**config.mk**
```make
export PLATFORM = sky130hd
export DESIGN_NAME = logic_unit_pipe
export DESIGN_NICKNAME = d
export VERILOG_FILES = /design/src/rtl/logic_unit_pipe.sv
export SDC_FILE = /design/constraint.sdc
export NUM_CORES = 1
export LEC_CHECK = 0
export ABC_AREA = 1
export BUFFER_PORTS_ARGS = -buffer_cell sky130_fd_sc_hd__buf_2
export CELL_PAD_IN_SITES_DETAIL_PLACEMENT = 0
export CELL_PAD_IN_SITES_GLOBAL_PLACEMENT = 1
export CORE_MARGIN = 2
export CORE_UTILIZATION = 39
export DETAILED_ROUTE_END_ITERATION = 8
export MAX_ROUTING_LAYER = met4
export PLACE_DENSITY_LB_ADDON = 0.1
export SKIP_LAST_GASP = 1
export SLEW_MARGIN = 20
export SYNTH_ARGS = -nofsm -noshare
export SYNTH_HDL_FRONTEND = slang
export SYNTH_SLANG_ARGS = --single-unit
```
**constraint.sdc**
```tcl
create_clock -name clk -period 2.4 [get_ports clk]
set_clock_uncertainty 0.05 [all_clocks]
set_input_delay 0.12 -clock clk [delete_from_list [all_inputs] [get_ports clk]]
set_output_delay 0.12 -clock clk [all_outputs]
set_load 0.05 [all_outputs]
```
**src/rtl/logic_unit_pipe.sv**
```systemverilog
// Registered 8-op bitwise logic unit with OR-accumulator; 1-cycle latency, valid/ready output stage holds on stall.
// Optional zero/parity result flags are built when LOGIC_UNIT_FLAGS_EN is defined.
module logic_unit_pipe #(
  parameter int WIDTH = 8
) (
  input  logic             clk,
  input  logic             rst_n,
  input  logic             in_valid,
  output logic             in_ready,
  input  logic [2:0]       op,
  input  logic [WIDTH-1:0] a,
  input  logic [WIDTH-1:0] b,
  output logic             out_valid,
  input  logic             out_ready,
`ifdef LOGIC_UNIT_FLAGS_EN
  output logic             zero,
  output logic             parity,
`endif
  output logic [WIDTH-1:0] y
);

  typedef enum logic [2:0] {
    OP_AND      = 3'b000,
    OP_OR       = 3'b001,
    OP_XOR      = 3'b010,
    OP_NOR      = 3'b011,
    OP_NAND     = 3'b100,
    OP_XNOR     = 3'b101,
    OP_ACC_OR   = 3'b110,
    OP_ACC_LOAD = 3'b111
  } op_t;

  logic [WIDTH-1:0] acc;
  logic [WIDTH-1:0] res;
  logic             acc_we;
  logic             accept;

  // A full output register frees up in the same cycle it is drained.
  assign in_ready = !out_valid || out_ready;
  assign accept   = in_valid && in_ready;

  always_comb begin
    res    = '0;
    acc_we = 1'b0;
    case (op_t'(op))
      OP_AND:      res = a & b;
      OP_OR:       res = a | b;
      OP_XOR:      res = a ^ b;
      OP_NOR:      res = ~(a | b);
      OP_NAND:     res = ~(a & b);
      OP_XNOR:     res = ~(a ^ b);
      OP_ACC_OR: begin
        res    = acc | a | b;
        acc_we = 1'b1;
      end
      OP_ACC_LOAD: begin
        res    = a | b;
        acc_we = 1'b1;
      end
      default:     res = '0;
    endcase
  end

  always_ff @(posedge clk) begin
    if (!rst_n) begin
      out_valid <= 1'b0;
      y         <= '0;
      acc       <= '0;
`ifdef LOGIC_UNIT_FLAGS_EN
      zero      <= 1'b0;
      parity    <= 1'b0;
`endif
    end else if (accept) begin
      out_valid <= 1'b1;
      y         <= res;
      if (acc_we) acc <= res;
`ifdef LOGIC_UNIT_FLAGS_EN
      zero      <= (res == '0);
      parity    <= ^res;
`endif
    end else if (out_ready) begin
      out_valid <= 1'b0;
    end
  end

endmodule
```
Word level (Yosys, flattened, before mapping)
Index checks and enable logic that the tools add are counted.

$add $sub $neg: 0. Multipliers: 0. Divide/modulo/power cells: 0. Order comparisons: 0. Eq/ne operators: 7. Shift-type cells: 0. Multiplexer cells: 4. Bitwise operators: 8. Reduce and logical (&&, ||, !) cells: 8.

Operators by type and width (number): case mux 8 bit (7 select lines) (1); NOT 8 bit (3); bitwise OR 8 bit (3); equality test 3 bit, second input constant (4); bitwise AND 8 bit (1); XOR 8 bit (1); equality test 3 x 2 -> 1 bit, second input constant (2); OR reduction 2 bit (2); equality test 3 x 1 -> 1 bit, second input constant (1); logical NOT 3 bit (1); 2-to-1 mux 1 bit (3); AND reduction 2 bit (1); nonzero test 2 bit (1); logical AND 1 bit (1); logical NOT 1 bit (1); logical OR 1 bit (1).

Register bits: 17. Latch bits: 0. Bits in writable memories: 0. Memory bits (read-only): 0. Input bits: 23. Output and inout port bits: 10. Logic and storage cells: 30. Memories kept: 0.

Longest topological paths before layout
Depth in word-level cells: 4. Gate-level depth with buffers: 10. Mapped depth without buffers: 10.

Worst setup path after synthesis
No wires, ideal clock.

Path kind: register to register. Start point: register out_valid. End point: register y[0]. Setup time: 0.118 ns. Data arrival time: 1.853 ns. Required time: 2.232 ns. Slack: 0.379 ns. Stages on the path, launching flop included: 7. Path buffers: 1. Clock period less this slack: 2.021 ns. Cells stage by stage: dfxtp_1 > nand2_1 > nand2_1 > clkbuf_1 > inv_1 > o21ai_0 > nor2_1.

Cells in the longest elaborated chain, start to end: 3.

RTL lines: from (decl) (line 13) `output logic out_valid,`; from (signal assigned) (line 66) `out_valid <= 1'b0;`; from (signal assigned) (line 74) `out_valid <= 1'b1;`; from (signal assigned) (line 82) `out_valid <= 1'b0;`; logical NOT 1 bit (line 39) `assign in_ready = !out_valid || out_ready;`; logical OR 1 bit (line 39); via in_ready (line 9) `output logic in_ready,`; logical AND 1 bit (line 40) `assign accept = in_valid && in_ready;`; to (signal assigned) (line 75) `y <= res;`; to (decl) (line 19) `output logic [WIDTH-1:0] y`.

The timed path passes the listed nets, and every way through them passes these cells. A chain may end at the register's enable or synchronous reset.

Final worst setup path
Start point: register out_valid. End point: register acc[0].

Cells in the longest elaborated chain, start to end: 4.

RTL lines: logical NOT 1 bit (line 39); logical OR 1 bit (line 39); logical AND 1 bit (line 40); AND reduction 2 bit (no line); to (signal assigned) (line 76) `if (acc_we) acc <= res;`; to (decl) (line 33) `logic [WIDTH-1:0] acc;`.

No other way between the ends.

==> summary.md <==
| Metric | Value |
|---|---|
| Shortest clock period the worst path allows after layout | between 1500 and 2000 ps |
| Family of cells with the greatest summed delay on the critical path | simple AND/OR/NAND/NOR gates |
| Area used by sequential logic in the layout | approximately 340 sq um |
| Tightest Pin Transition | around 630 ps |
| Routed via count divided by cell count | 4.79 |
| Buffer cell driving the clock tree root | clkbuf_8 |
| Fmax | approximately 550 MHz |
| Headroom to the max-slew limit | 0.576 |
| Stage delay of the slowest cell on the critical path | approximately 500 ps |
| Unique masters post-synth | 18 |
| Path class of the lowest-slack min-delay path | in -> reg |
| Antenna violations before repair | 0 |
| IO Pins | 33 |
| Number of vias after detailed routing | ~1500 |
| Post-Layout Cell Count | 322 |
| Yosys reg bits | 17 |
| Die outline height | roughly 65 um |
| Die boundary width | approximately 65 um |
| Fraction of synthesis flops using an asynchronous set or reset pin | 0 |
| Dominant cells by area after synthesis | dfxtp_1 24%, nor2_1 15%, ha_1 14%, nand2_1 11%, inv_1 9.6% |
| Top cell type by total area after synthesis | dfxtp_1 |
| Final std cell area, no fill | around 1700 sq um |
| Antenna Violating Nets Remaining | 0 |
| Total of cells resized after clock tree synthesis | 0 |
| CTS tree | done |
| Cell area after synthesis | around 1400 sq um |
| Number of DRC markers in iteration 0 | 65 |
| Via count of the first global-routing pass | ~1400 |
| Most used DFF post-synth | dfxtp_1 |
| Average routed wire per standard cell | 11.8 um |
| Instance area after placement | roughly 1600 sq um |
| Crit-path cells | nand2_1 -> nand2_1 -> nor2_1 -> inv_1 -> nor2_1 -> nor2_1 |
| Post-CTS setup repair buffer count | 0 |
| Capturing element type of the critical path | register |
| Synth top area share | 0.236 |
| Slowest cell on crit path | nor2_1 |
| Final Slew Violations | 0 |
| First-pass GRT wire length | approximately 6.5 mm |
| Number of antenna cells inserted | 0 |
| Number of optimization iterations in the first detailed-route pass | 4 |
| HPWL after detailed placement | between 2 and 3 mm |
| Count of synthesis-stage warnings from yosys | 0 |
| Synthesized area divided by synthesized cell count | between 5 and 6 sq um |
| Path type of the worst setup path | reg -> reg |
| Multi-input gate area | 928 sq um |
| Input/output buffers | 32 |
| Buffers plus inverters on the worst setup path | 1 |
| Utilization after layout | 0.466 |
| Final setup violation count | 0 |
| Initial standard-cell utilization of the core | 0.399 |
| CTS sink count | 17 |
| Status | completed |
| Arrival time at the worst endpoint | between 1500 and 2000 ps |
| Startpoint type of the worst setup path | register |
| Number of placed instances, taps included | ~320 |
| Total congestion overflow after global routing | 0 |
| Clk_lat worst skew | 250 ps |
| Library cell with the highest instance count after synthesis | nor2_1 |
| Synth top cells by count | 59 x nor2_1, 44 x nand2_1, 37 x inv_1, 25 x nand3_1, 17 x dfxtp_1 |
| Number of maximum-capacitance constraint violations | 0 |
| Post-Route Hold Slack | ~120 ps |
| Overall routed net length | between 3 and 4 mm |
| Area added between synthesis and finish | 16.8% |
| DR DRC count | 0 |
| Final count of hold timing violations | 0 |
| Maximum level of the CTS H-tree | 1 |
| Pwr dens | approximately 470 nW/um^2 |
| Post-cts hold buffer count | 0 |
| Max VDD drop | between 200 and 250 uV |
| Area of the core | around 3600 sq um |
| Final clock period utilization by the worst path | 0.758 |
| Number of buffers between clock root and the deepest sink | 2 |
| Fillers | between 400 and 500 |
| Share of cells above drive strength 1 | 0.157 |
| Critical path fanouts, max | 11 |
| Largest net degree at the start of global routing | 18 |
| Total Negative Setup Slacks | 0 ps |
| P_leak | between 0.9 and 1 nW |
| Synthesized netlist net count | about 280 |
| Number of instances in the synthesized netlist | around 240 |
| Number of buffers created by CTS | 3 |
| Number of enable flip-flop cells after synthesis | 0 |
| CP dominant cell by count | nor2_1 |
| Clock Pin Slew Worst Setup and Hold Paths | about 70 ps |
| Total number of nets in the final design | between 300 and 400 |
| Required time worst endpoint | around 2500 ps |
| Final weighted congestion in routability-driven placement | just under 0.8 |
| Total Routing Usage GR | 0.200 |
| Post-synthesis sequential area ratio | 0.236 |
| # rows | 22 |
| Setup repair after global routing missed its margin | no |
| Die footprint | between 4000 and 5000 sq um |
-- area by class of cell --
cell class                      instances  area share
Multi-Input combinational cell        182       0.552
Sequential cell                        17       0.202
Timing Repair Buffer                   32      0.0952
Inverter                               39      0.0871
Tap cell                               48      0.0357
Clock buffer                            3      0.0246
Clock inverter                          1     0.00298
-- final timing paths --
kind,start,end,slack (ps),depth (start not counted)
setup / recovery,out_valid$_SDFFE_PN0P_,acc[0]$_SDFFE_PN0P_,580,6
hold / removal,out_ready,out_valid$_SDFFE_PN0P_,120,4
setup reg to reg,out_valid$_SDFFE_PN0P_,acc[0]$_SDFFE_PN0P_,580,6
hold reg to reg,out_valid$_SDFFE_PN0P_,out_valid$_SDFFE_PN0P_,470,2
-- state kept, by name, indices dropped and copies added, names as in the netlist --
signal     flops
acc            8
y              8
out_valid      1
-- cell families (layout without fill, tap and decap cells) --
family                     count (synthesis)  in the layout  synth area share
and+or+nand+nor                          141            141             0.417
DFF                                       17             17             0.236
AOI/OAI and AO/OA                         25             25            0.0886
adders and majority gates                 16             16             0.139
buffers and inverters                     44             75             0.119
-- power breakdown --
group | switching, W | internal [W] | leakage [nW] | total (W)
Sequential | 0.00000945 | 0.000303 | 0.140 | 0.000312
Clock | 0.000105 | 0.000115 | 0.0255 | 0.000220
Combinational | 0.000181 | 0.0000795 | 0.766 | 0.000260
-- placed cells by master, fill, tap and decap left out --
cell type / instances
nor2_1: 59
nand2_1: 44
inv_1: 37
buf_2: 32
nand3_1: 25
dfxtp_1: 17
o21ai_0: 16
ha_1: 16
nand4_1: 8
a21oi_1: 8
clkbuf_8: 3
inv_2: 2
nor2_2: 2
nand2_2: 1
nor3_2: 1
nand3_2: 1
a21boi_0: 1
clkinv_2: 1
-- worst register-to-register path, stage by stage, from the launching register on --
cell	delay (ps)
dfxtp_1	310
nand2_1	90
nand2_1	230
nor2_1	510
inv_1	310
nor2_1	180
nor2_1	50
-- metrics by stage --
stage                     setup WS [ps]  power, W
after CTS                           552  0.000800
after detailed placement            549  0.000578
after global routing                324  0.000847
final                               580  0.000793
after global placement              568  0.000582
after floorplan                     379  0.000501
-- per-layer routing --
metal | wire [um] | up-vias | GRT usage
li1 | - | 832 | -
met1 | 1860 | 671 | 0.255
met2 | 1760 | 35 | 0.332
met3 | 124 | 4 | 0.0208
met4 | 48 | 0 | 0.0665
met5 | 0 | - | -
(Power assumes the default switching activity.)
